===== config.mk =====
export PLATFORM = sky130hd
export DESIGN_NAME = alu_ctrl_seq
export DESIGN_NICKNAME = d
export VERILOG_FILES = /design/src/rtl/alu_ctrl_pkg.sv /design/src/rtl/alu_ctrl_decode.sv /design/src/rtl/alu_ctrl_seq.sv
export SDC_FILE = /design/constraint.sdc
export NUM_CORES = 1
export LEC_CHECK = 0
export BUFFER_PORTS_ARGS = -buffer_cell sky130_fd_sc_hd__buf_2
export CORE_MARGIN = 4
export CORE_UTILIZATION = 35
export DETAILED_ROUTE_END_ITERATION = 6
export GPL_TIMING_DRIVEN = 1
export RECOVER_POWER = 50
export SLEW_MARGIN = 20
export SYNTH_ARGS = -nofsm -noshare
export SYNTH_HDL_FRONTEND = slang
export SYNTH_SLANG_ARGS = --single-unit

===== constraint.sdc =====
create_clock -name clk -period 1.72 [get_ports clk]
set_clock_uncertainty 0.15 [all_clocks]
set_input_delay 0.172 -clock clk [delete_from_list [all_inputs] [get_ports clk]]
set_output_delay 0.172 -clock clk [all_outputs]
set_load 0.03 [all_outputs]

===== src/rtl/alu_ctrl_pkg.sv =====
// Shared constants for the EX-stage ALU control slice: ALU codes, funct/opcode
// values, ALUOp classes and the mul/div sequencer state encoding.
package alu_ctrl_pkg;

    localparam logic [3:0] ALU_AND  = 4'b0000;
    localparam logic [3:0] ALU_OR   = 4'b0001;
    localparam logic [3:0] ALU_ADD  = 4'b0010;
    localparam logic [3:0] ALU_XOR  = 4'b0011;
    localparam logic [3:0] ALU_SUB  = 4'b0110;
    localparam logic [3:0] ALU_SLT  = 4'b0111;
    localparam logic [3:0] ALU_SLL  = 4'b1000;
    localparam logic [3:0] ALU_SRL  = 4'b1001;
    localparam logic [3:0] ALU_SRA  = 4'b1010;
    localparam logic [3:0] ALU_SLTU = 4'b1011;
    localparam logic [3:0] ALU_NOR  = 4'b1100;
    localparam logic [3:0] ALU_LUI  = 4'b1101;
    localparam logic [3:0] ALU_NOP  = 4'b1111;

    localparam logic [5:0] FN_SLL   = 6'b000000;
    localparam logic [5:0] FN_SRL   = 6'b000010;
    localparam logic [5:0] FN_SRA   = 6'b000011;
    localparam logic [5:0] FN_MFHI  = 6'b010000;
    localparam logic [5:0] FN_MFLO  = 6'b010010;
    localparam logic [5:0] FN_MULT  = 6'b011000;
    localparam logic [5:0] FN_MULTU = 6'b011001;
    localparam logic [5:0] FN_DIV   = 6'b011010;
    localparam logic [5:0] FN_DIVU  = 6'b011011;
    localparam logic [5:0] FN_ADD   = 6'b100000;
    localparam logic [5:0] FN_SUB   = 6'b100010;
    localparam logic [5:0] FN_AND   = 6'b100100;
    localparam logic [5:0] FN_OR    = 6'b100101;
    localparam logic [5:0] FN_XOR   = 6'b100110;
    localparam logic [5:0] FN_NOR   = 6'b100111;
    localparam logic [5:0] FN_SLT   = 6'b101010;
    localparam logic [5:0] FN_SLTU  = 6'b101011;

    localparam logic [5:0] OP_SLTI  = 6'b001010;
    localparam logic [5:0] OP_SLTIU = 6'b001011;
    localparam logic [5:0] OP_ANDI  = 6'b001100;
    localparam logic [5:0] OP_ORI   = 6'b001101;
    localparam logic [5:0] OP_XORI  = 6'b001110;
    localparam logic [5:0] OP_LUI   = 6'b001111;

    localparam logic [1:0] ALUOP_MEM   = 2'b00;
    localparam logic [1:0] ALUOP_BR    = 2'b01;
    localparam logic [1:0] ALUOP_RTYPE = 2'b10;
    localparam logic [1:0] ALUOP_ITYPE = 2'b11;

    localparam logic [1:0] ST_IDLE = 2'b00;
    localparam logic [1:0] ST_RUN  = 2'b01;
    localparam logic [1:0] ST_DONE = 2'b10;

endpackage


===== src/rtl/alu_ctrl_decode.sv =====
// Pure combinational ALU control decode; also flags mul/div ops and every
// instruction that touches HI/LO.
module alu_ctrl_decode
    import alu_ctrl_pkg::*;
(
    input  logic [1:0] alu_op_i,
    input  logic [5:0] funct_i,
    input  logic [5:0] opcode_i,
    output logic [3:0] code_o,
    output logic       is_md_o,
    output logic       is_hilo_o
);

    always_comb begin
        code_o    = ALU_ADD;
        is_md_o   = 1'b0;
        is_hilo_o = 1'b0;
        case (alu_op_i)
            ALUOP_MEM: code_o = ALU_ADD;
            ALUOP_BR:  code_o = ALU_SUB;
            ALUOP_RTYPE: begin
                case (funct_i)
                    FN_ADD:  code_o = ALU_ADD;
                    FN_SUB:  code_o = ALU_SUB;
                    FN_AND:  code_o = ALU_AND;
                    FN_OR:   code_o = ALU_OR;
                    FN_XOR:  code_o = ALU_XOR;
                    FN_NOR:  code_o = ALU_NOR;
                    FN_SLT:  code_o = ALU_SLT;
                    FN_SLTU: code_o = ALU_SLTU;
                    FN_SLL:  code_o = ALU_SLL;
                    FN_SRL:  code_o = ALU_SRL;
                    FN_SRA:  code_o = ALU_SRA;
                    FN_MULT, FN_MULTU, FN_DIV, FN_DIVU: begin
                        code_o    = ALU_NOP;
                        is_md_o   = 1'b1;
                        is_hilo_o = 1'b1;
                    end
                    // mfhi/mflo keep the default code; they only matter for hazards
                    FN_MFHI, FN_MFLO: is_hilo_o = 1'b1;
                    default: code_o = ALU_ADD;
                endcase
            end
            ALUOP_ITYPE: begin
                case (opcode_i)
                    OP_ANDI:  code_o = ALU_AND;
                    OP_ORI:   code_o = ALU_OR;
                    OP_XORI:  code_o = ALU_XOR;
                    OP_SLTI:  code_o = ALU_SLT;
                    OP_SLTIU: code_o = ALU_SLTU;
                    OP_LUI:   code_o = ALU_LUI;
                    default:  code_o = ALU_ADD;
                endcase
            end
            default: code_o = ALU_ADD;
        endcase
    end

endmodule


===== src/rtl/alu_ctrl_seq.sv =====
// Registered ALU control stage with a mul/div sequencer that counts the
// iterative unit's latency and stalls HI/LO consumers while it runs.
module alu_ctrl_seq
    import alu_ctrl_pkg::*;
#(
    parameter  int CTRL_W    = 4,
    parameter  int MD_CYCLES = 32,
    localparam int CNT_W     = $clog2(MD_CYCLES)
) (
    input  logic              clk,
    input  logic              reset_n,
    input  logic              valid_in,
    input  logic [1:0]        ALUOp,
    input  logic [5:0]        Funct,
    input  logic [5:0]        Opcode,
    input  logic              stall_in,
    input  logic              flush,
    output logic [CTRL_W-1:0] ALUControl,
    output logic              ctrl_valid,
    output logic              md_start,
    output logic [1:0]        md_op,
    output logic              md_busy,
    output logic              md_done,
    output logic              stall_req
);

    logic [3:0]        dec_code;
    logic              dec_is_md;
    logic              dec_is_hilo;

    logic [CTRL_W-1:0] ctrl_q, ctrl_d;
    logic              valid_q, valid_d;
    logic              start_q, start_d;
    logic [1:0]        op_q, op_d;
    logic [1:0]        state_q, state_d;
    logic [CNT_W-1:0]  cnt_q, cnt_d;

    logic              in_run;
    logic              load;
    logic              issue;

    alu_ctrl_decode u_decode (
        .alu_op_i  (ALUOp),
        .funct_i   (Funct),
        .opcode_i  (Opcode),
        .code_o    (dec_code),
        .is_md_o   (dec_is_md),
        .is_hilo_o (dec_is_hilo)
    );

    assign in_run    = (state_q == ST_RUN);
    assign stall_req = valid_in & ~flush & dec_is_hilo & in_run;
    assign load      = ~flush & ~stall_in & ~stall_req;
    assign issue     = load & valid_in & dec_is_md &
                       ((state_q == ST_IDLE) || (state_q == ST_DONE));

    always_comb begin
        ctrl_d  = ctrl_q;
        valid_d = valid_q;
        if (flush) begin
            valid_d = 1'b0;
        end else if (stall_in) begin
            valid_d = valid_q;
        end else if (stall_req) begin
            valid_d = 1'b0;
        end else begin
            ctrl_d  = CTRL_W'(dec_code);
            valid_d = valid_in;
        end
    end

    // The counter runs independently of stall_in/flush so the mul/div unit
    // and this sequencer can never disagree about when the result is ready.
    always_comb begin
        state_d = state_q;
        cnt_d   = cnt_q;
        start_d = issue;
        op_d    = issue ? Funct[1:0] : op_q;
        case (state_q)
            ST_IDLE: begin
                if (issue) begin
                    state_d = ST_RUN;
                    cnt_d   = CNT_W'(MD_CYCLES - 1);
                end
            end
            ST_RUN: begin
                if (cnt_q == '0) state_d = ST_DONE;
                else             cnt_d   = cnt_q - CNT_W'(1);
            end
            ST_DONE: begin
                if (issue) begin
                    state_d = ST_RUN;
                    cnt_d   = CNT_W'(MD_CYCLES - 1);
                end else begin
                    state_d = ST_IDLE;
                end
            end
            default: state_d = ST_IDLE;
        endcase
    end

    always_ff @(posedge clk) begin
        if (!reset_n) begin
            ctrl_q  <= CTRL_W'(ALU_ADD);
            valid_q <= 1'b0;
            start_q <= 1'b0;
            op_q    <= 2'b00;
            state_q <= ST_IDLE;
            cnt_q   <= '0;
        end else begin
            ctrl_q  <= ctrl_d;
            valid_q <= valid_d;
            start_q <= start_d;
            op_q    <= op_d;
            state_q <= state_d;
            cnt_q   <= cnt_d;
        end
    end

    assign ALUControl = ctrl_q;
    assign ctrl_valid = valid_q;
    assign md_start   = start_q;
    assign md_op      = op_q;
    assign md_busy    = in_run;
    assign md_done    = (state_q == ST_DONE);

endmodule


After elaboration in Yosys (flattened, before gate mapping)
Cells that the tools add are included.

operators by class
  bitwise operators = 12
  $mul = 0
  multiplexer cells = 15
  reduce and logical (&&, ||, !) cells = 13
  shift operators = 0
  divide/modulo/power cells = 0
  equal/unequal tests = 30
  add/sub/neg operators = 1
  $lt $le $gt $ge = 0

operators with widths
  cell                   number
  $pmux W4 S11           1
  $eq A6 B6 Y1 const B   7
  $eq A6 B4 Y1 const B   6
  $eq A6 B5 Y1 const B   6
  $pmux W4 S6            1
  $pmux W4 S4            1
  $eq A6 B2 Y1 const B   2
  $mux W5                2
  $pmux W5 S2            1
  $and A1 B1 Y1          8
  $eq A2 B2 Y1 const B   3
  $logic_not A6 Y1       1
  $mux W1                6
  $pmux W2 S3            1
  $reduce_and A3 Y1      2
  $reduce_or A6 Y1       1
  $logic_not A5 Y1       1
  $sub A5 B1 Y5 const B  1
  $eq A2 B1 Y1 const B   2
  $logic_not A2 Y1       2
  $mux W2                2
  $ne A2 B1 Y1 const B   2
  $ne A2 B2 Y1 const B   2
  $not A1 Y1             4
  other kinds (5)        6

word-level totals
  output and inout bits = 11
  ROM bits = 0
  register bits after elaboration = 15
  memories kept = 0
  bits in latches = 0
  RAM bits = 0

Longest topological paths before layout
Gate-level depths: netlist of the first run.

  depth in word-level cells = 13
  gate-level depth with buffers = 7

Cells and area by module
Synthesis of the first run repeated with hierarchy kept, for this count alone.

unflattened totals
  cells, all modules = 131
  area total of the unflattened synthesis = 1027.2 µm²

modules (own cells, without submodules)
  module           instances  area an instance (µm²)  cells each
  alu_ctrl_seq     1          698.2                   77
  alu_ctrl_decode  1          329.1                   54

Worst setup path before layout of the first run
OpenSTA, ideal clock, no wires.

  path type = register to register
  start point = register state_q[0]
  end point = register ctrl_q[0] (netlist: ALUControl[0])
  data arrival time = 1.613 ns
  data required time = 1.429 ns
  cell stages (with the launch flop) = 6
  setup slack = -0.184 ns
  period minus slack after synthesis = 1.904 ns
  cells stage by stage = dfxtp_1 nor2b_1 and4bb_2 nor3_2 o21ai_0 a31oi_1

between the ends
  cells in the longest elaborated chain, start to end = 4

RTL lines
  item                         line                 source
  start, declared              alu_ctrl_seq.sv:35   logic [1:0] state_q, state_d;
  start signal, assigned       alu_ctrl_seq.sv:115  state_q <= state_d;
  $eq A2 B1 Y1                 alu_ctrl_seq.sv:51   assign in_run = (state_q == ST_RUN);
  named net md_busy            alu_ctrl_seq.sv:22   output logic md_busy,
  $and A1 B1 Y1                alu_ctrl_seq.sv:52   assign stall_req = valid_in & ~flush & dec_is_hilo & in_run;
  named net stall_req          alu_ctrl_seq.sv:24   output logic stall_req
  $not A1 Y1 (no line)         --
  $reduce_and A3 Y1 (no line)  --
  end signal, assigned         alu_ctrl_seq.sv:104  ctrl_q <= CTRL_W'(ALU_ADD);
  end signal, assigned         alu_ctrl_seq.sv:111  ctrl_q <= ctrl_d;
  end, declared                alu_ctrl_seq.sv:31   logic [CTRL_W-1:0] ctrl_q, ctrl_d;

The timed path passes the listed nets, and every way through them passes these cells.
A chain may end at the register's enable or synchronous reset.

Worst setup path after layout of the first run
  start point = register state_q[0]
  end point = output stall_req

between the ends
  cells in the longest elaborated chain, start to end = 2

RTL lines
  item           line
  $eq A2 B1 Y1   alu_ctrl_seq.sv:51
  $and A1 B1 Y1  alu_ctrl_seq.sv:52
  end, declared  alu_ctrl_seq.sv:24

Every way passes these cells.

==> results of run 1 <==
## layout by cell type, fill, tap and decap left out, types with 4 or more instances in the layout
master,n
buf_2,20
nor2b_1,4
nor2_1,10
xor2_1,5
o21ai_0,4
a21oi_1,7
a31oi_1,6
nor3_1,4
buf_4,12
clkbuf_1,9
nand2_1,7
dfxtp_1,13
inv_1,5
nand3_1,4
## worst max-delay path, stage by stage (launching register included)
cell and delay [ns]:
dfxtp_1 0.38, nor2b_4 0.18, and4bb_2 0.27, buf_2 0.21
## cell families (layout without fill, tap and decap cells)
kind of cell             Yosys count  after routing
AO/OA/AOI/OAI                     30             30
XOR/XNOR                           5              5
adder cells (fa/ha/maj)            2              2
buffers and inverters             11             53
flip-flops                        15             15
multiplexers                       2              2
AND/OR/NAND/NOR                   52             52
## sequential cells by signal (all words and copies together) (netlist names)
name and flops:
cnt_q 5, ALUControl 4, md_op 2, state_q 2
ctrl_valid 1, md_start 1
## how the worst max path moves through the flow
stage                             from                          to  slack (ns)  cells past startpoint
2_1_floorplan  state_q[0]$_SDFFE_PN0P_  ALUControl[0]$_SDFFE_PN0N_        0.02                      5
3_3_place_gp                  Funct[3]  ALUControl[1]$_SDFFE_PN1N_       -0.01                      6
3_5_place_dp     cnt_q[1]$_SDFFE_PN0P_       cnt_q[2]$_SDFFE_PN0P_       -0.07                      7
4_1_cts        state_q[0]$_SDFFE_PN0P_                   stall_req        0.02                      3
5_1_grt        state_q[0]$_SDFFE_PN0P_  ALUControl[0]$_SDFFE_PN0N_       -0.03                      5
6_report       state_q[0]$_SDFFE_PN0P_                   stall_req        0.07                      3
## timing repair
item                       in CTS  in global routing
hold endpoints to repair        2                  0
gates resized for setup         2                  4
hold buffers                    2                  0
setup endpoints to repair       5                  7
pin swaps                       0                  2
## final cells by class
cell class	instances	area [um2]	area share, %
multi-input combinational	91	631	49.9
sequential	15	303	23.9
timing repair buffer	43	244	19.3
tap	30	37.5	2.97
clock buffer	3	22.5	1.78
inverter	6	22.5	1.78
clock inverter	1	5.00	0.396
## metrics by stage
stage                     power, uW  TNS, ns
after floorplan                 443        0
after CTS                       709        0
after global routing            742  -0.0493
after detailed placement        505   -0.252
after global placement          502  -0.0116
final                           697        0
## metal layers
layer,global-route usage (%),part of all wire [%]
met1,15.3,44
met5,0,0
met2,26.5,51
met3,1.49,3.4
met4,7.59,1.4
## where the power goes
part	leakage [uW]	switching [uW]	internal [uW]
sequential	0.000123	3.70	354
combinational	0.000429	78.2	63.8
clock	0.0000177	112	86.2
==> out/metrics.csv, run 1 <==
metric,value,unit
root buffer cell,clkbuf_4,
Area contributors post-synth,"dfxtp_1 31%, xor2_1 4.6%, a31oi_1 3.9%",
crit-path max FO,4,
post-route setup slack,0.0695,ns
routed via count,976,
Netlist cell types,42,
CP Capture Type,primary output,
Post-synth top cells,"15 x dfxtp_1, 10 x nor2_1, 7 x a21oi_1, 7 x nand2_1",
placed instance count,183,
syn avg cell area,8.20,um2
capturing point of the worst reg2reg path,ALUControl[2]$_SDFFE_PN0N_,
pwr/cell area,551,mW/mm2
register bit total from synthesis,15,
status,completed,
largest net degree at the start of global routing,12,
most common cell in the netlist,dfxtp_1,
Syn Nets,138,
ys async rst share,0,%
Synth Flop Type,dfxtp_1,
top cell type's share of synthesized area,31.3,%
initial antenna violation count,0,
Die W,60.4,um
drt wl/cell,12.7,um
clk_lat worst skew,0.28,ns
Placement Setup Slack,-0.0687,ns
Port Buf Inserts,29,
CTS Sinks,15,
reg2reg setup slack,0.10,ns
1st-iter DRT viols,17,
startpoint types,flip-flop,
Critical R2R Launch,state_q[0]$_SDFFE_PN0P_,
Post-Synth Simple-Gate Area,32.1,%
"Data required, critical path",1.40,ns
die height,60.4,um
clk slew on worst S/H paths,0.10,ns
first drt pass iteration count,4,
Layout Nets,181,
final instance area,0.00126,mm2
multiplexer share of the synthesized area,2.09,%
Final HPWL DP,1.93,mm
Syn Std Cell Area,960,um2
Detail Route Antenna Nets,0,
Worst Hold Launch,Opcode[1],
Routed WL,2.40,mm
CTS H-Tree Depth,1,
DRC Markers,0,
fmax,606,MHz
post-synthesis compound-gate area fraction,21.8,%
worst reg2reg path depth,5,
cell accounting for the most synthesized area,dfxtp_1,
largest family of logic cells by synthesized area,simple AND/OR/NAND/NOR gates,
die area,0.00364,mm2
Max-slew headroom,71.2,%
worst min path class,input port to flip-flop,
first-pass GRT wire length,3.95,mm
sequential share of the synthesized area,31.3,%
number of diodes,0,
"Hold Vio Cnt, Final",0,
layout cell share with drive strength beyond 1,28.9,%
CTS tree,done,
fin crit period,1.65,ns
Ys Warns,0,
post-CTS setup buffers,0,
Synth Area in XOR/XNOR,4.56,%
Max Root-Sink Buffers,2,
Overall Global Routing Usage,14.1,%
worst vdd ir,0.333,mV
fin cells,189,
Worst Path Arrival,1.33,ns
"Slew Viols, Final",0,
Fill cells,267,
Worst Hold End,ALUControl[3]$_SDFFE_PN0N_,
routability cong.,0.808,
CP Class,flip-flop to primary output,
vias in the first global route,968,
Area after DPL,0.00120,mm2
Post-synth EDFFs,0,
post-layout util,49.7,%
drt via density,5.16,
gr ovfl total,0,
number of max-cap violations,0,
Area growth syn-to-layout,31.8,%
Hold Path Cell Cnt,3,
I/O Pins,30,
total CTS buffers,3,
Post-Synth Adder-Cell Area,2.61,%
Starting Density,37.7,%
leak pwr,0.000569,uW
final setup fails,0,
Tcrit/Tclk final,96.0,%
Site Rows,18,
Worst Tran Pin Value,0.430,ns
core area,0.00254,mm2
post-synthesis cell count,117,
RSZ-0062 raised after global routing,yes,
worst hold slack,0.0460,ns
(Power assumes the default switching activity.)
==> inputs of run 2 (changes only) <==
Settings changed: SYNTH_HIERARCHICAL set to 1.
==> run 2 against run 1 <==
  * Register-to-register slack improved by 0.02 ns
  * First-iteration DRC count rose by 29%
  * Via count rose by 14%
  * Sequential cell count did not move
  * Largest cell class unchanged
  * Critical path depth rose by 4
  * Critical path type is now input port to primary output
  * Die area rose by 6.1%
  * Synthesized cell count rose by 12%
  * Clock-buffer cell count rose by 1
  * Routed wire length rose by 12%
  * Sequential power fell by 2%
==> out/metrics.csv, run 2 <==
metric,value,unit
"commonest non-fill, non-tap cell in the layout",buf_2,
GR Util met1,16.8,%
Final HPWL DP,2.19,mm
post-route setup slack,0.0841,ns
crit-path max FO,3,
Placement Setup Slack,-0.0778,ns
most frequent cells in the layout,"19 x buf_2, 15 x buf_4, 13 x dfxtp_1",
leak pwr,0.000533,uW
post-synthesis cell count,131,
cell accounting for the most synthesized area,dfxtp_1,
fmax,611,MHz
Synth Flop Type,dfxtp_1,
vias in the first global route,1124,
startpoint types,input port,
CTS tree,done,
Site Rows,19,
ys async rst share,0,%
Port Buf Inserts,29,
CTS H-Tree Depth,1,
Detail Route Antenna Nets,0,
met3 usage in global routing,4.14,%
register bit total from synthesis,15,
Area contributors post-synth,"dfxtp_1 29%, nand2_1 4.4%, nor2_1 4.0%",
sequential share of the synthesized area,29.2,%
largest net degree at the start of global routing,12,
Syn Nets,152,
Routed WL,2.68,mm
Layout Nets,196,
top cell type's share of synthesized area,29.2,%
root buffer cell,clkbuf_4,
I/O Pins,30,
routed via count,1115,
Max-slew headroom,73.3,%
number of max-cap violations,0,
pwr/cell area,511,mW/mm2
"Hold Vio Cnt, Final",0,
first drt pass iteration count,4,
clk_lat worst skew,0.28,ns
Post-synth EDFFs,0,
die area,0.00387,mm2
Worst Path Arrival,1.31,ns
most common cell in the netlist,dfxtp_1,
Syn Std Cell Area,0.00103,mm2
placed instance count,200,
core area,0.00278,mm2
CTS Sinks,15,
worst vdd ir,0.304,mV
gr ovfl total,0,
Area growth syn-to-layout,32.0,%
final setup fails,0,
Worst Tran Pin Value,0.401,ns
worst min path class,input port to flip-flop,
Netlist cell types,44,
Die W,62.2,um
CP Class,input port to primary output,
syn avg cell area,7.84,um2
CP Capture Type,primary output,
DRC Markers,0,
first-pass GRT wire length,4.78,mm
max reg flops,5,
1st-iter DRT viols,22,
layout cell share with drive strength beyond 1,27.6,%
drt via density,5.44,
initial antenna violation count,0,
total CTS buffers,3,
number of diodes,0,
drt wl/cell,13.1,um
RSZ-0062 raised after global routing,no,
global route hottest layer,met2,
Starting Density,36.9,%
Max Root-Sink Buffers,2,
Ys Warns,6,
die height,62.2,um
fin cells,205,
"Slew Viols, Final",0,
"Data required, critical path",1.40,ns
Post-synth top cells,"15 x dfxtp_1, 12 x nand2_1, 11 x nor2_1, 7 x a21oi_1, 6 x nand3_1",
Top reg by flops,cnt_q,
met2 usage,25.1,%
routability cong.,0.839,
Tcrit/Tclk final,95.1,%
fin crit period,1.64,ns
clk slew on worst S/H paths,0.08,ns
status,completed,
Overall Global Routing Usage,14.3,%
-- run 2: cell types whose count changed in the layout (fill, tap and decap cells not counted), moves of 2 or more --
cell / previous run / this run
nand2_1: 7 / 12
xor2_1: 5 / 2
and2b_1: 2 / 0
o21bai_1: 2 / 0
o22ai_1: 0 / 2
buf_4: 12 / 15
a22oi_1: 0 / 2
nand2b_1: 2 / 5
mux2i_1: 2 / 4
o211ai_1: 2 / 0
o31a_1: 0 / 2
o211a_1: 2 / 0
nand3_1: 4 / 6
-- run 2: what timing repair did --
action | 4_1_cts | 5_1_grt
hold buffers | 1 | 0
pin swaps | 1 | 5
buffers inserted | 0 | 0
endpoints found under the hold margin | 1 | 0
cloned | 0 | 0
resized for setup | 2 | 5
endpoints found under the setup margin | 2 | 5
-- run 2: final timing paths --
kind	start	to	slack, ns	cells past startpoint
max reg2reg	cnt_q[0]$_SDFFE_PN0P_	cnt_q[3]$_SDFFE_PN0P_	0.12	5
max	ALUOp[0]	stall_req	0.08	7
min	reset_n	state_q[0]$_SDFFE_PN0P_	0.04	2
min reg2reg	ALUControl[2]$_SDFFE_PN0N_	ALUControl[2]$_SDFFE_PN0N_	0.32	2
-- run 2: cell type report --
class	count	area [um2]
clock buffer	4	26.3
fill	285	1430
inverter	6	22.5
multi-input combinational	104	703
sequential	15	303
tap	31	38.8
timing repair buffer	45	263
-- run 2: logic make-up (layout without fill, tap and decap cells) --
family | Yosys count | in the layout | share of synthesized area (%)
AOI/OAI and AO/OA | 35 | 35 | 24.6
and+or+nand+nor | 60 | 60 | 32.4
buffers and inverters | 12 | 55 | 4.87
DFF | 15 | 15 | 29.2
adders and majority gates | 2 | 2 | 2.44
muxes | 4 | 4 | 3.90
xor gates and xnor gates | 3 | 3 | 2.56
-- run 2: worst max-delay path, stage by stage --
cell and delay (ns):
buf_2 0.11, nand2b_1 0.18, buf_4 0.16, nor4_4 0.26, nand3b_1 0.16, nor2_2 0.14, buf_6 0.14
-- run 2: report_power, final --
group | internal [uW] | switching, uW
registers | 349 | 1.41
clock network | 89.9 | 104
logic | 69.3 | 79.7
total | 508 | 185
-- run 2: through the flow --
step	area, um2	hold WS (ns)	utilization, %	setup TNS [ns]	power [uW]
floorplan	1040	0.101	-	0	437
global placement	1310	0.283	46.9	-0.0378	502
detailed placement	1310	0.281	46.9	-0.179	504
CTS	1350	0.0387	48.5	0	700
global route	1360	0.0315	48.8	0	745
finish	1360	0.0426	48.8	0	693
-- run 2: routing by layer --
| metal | part of all wire (%) | vias to the layer above | routed length (um) |
|---|---|---|---|
| met5 | 0 | - | 0 |
| met4 | 0.45 | 0 | 12 |
| met3 | 5.1 | 2 | 136 |
| met2 | 48 | 18 | 1290 |
| met1 | 46 | 523 | 1240 |
| li1 | - | 572 | - |
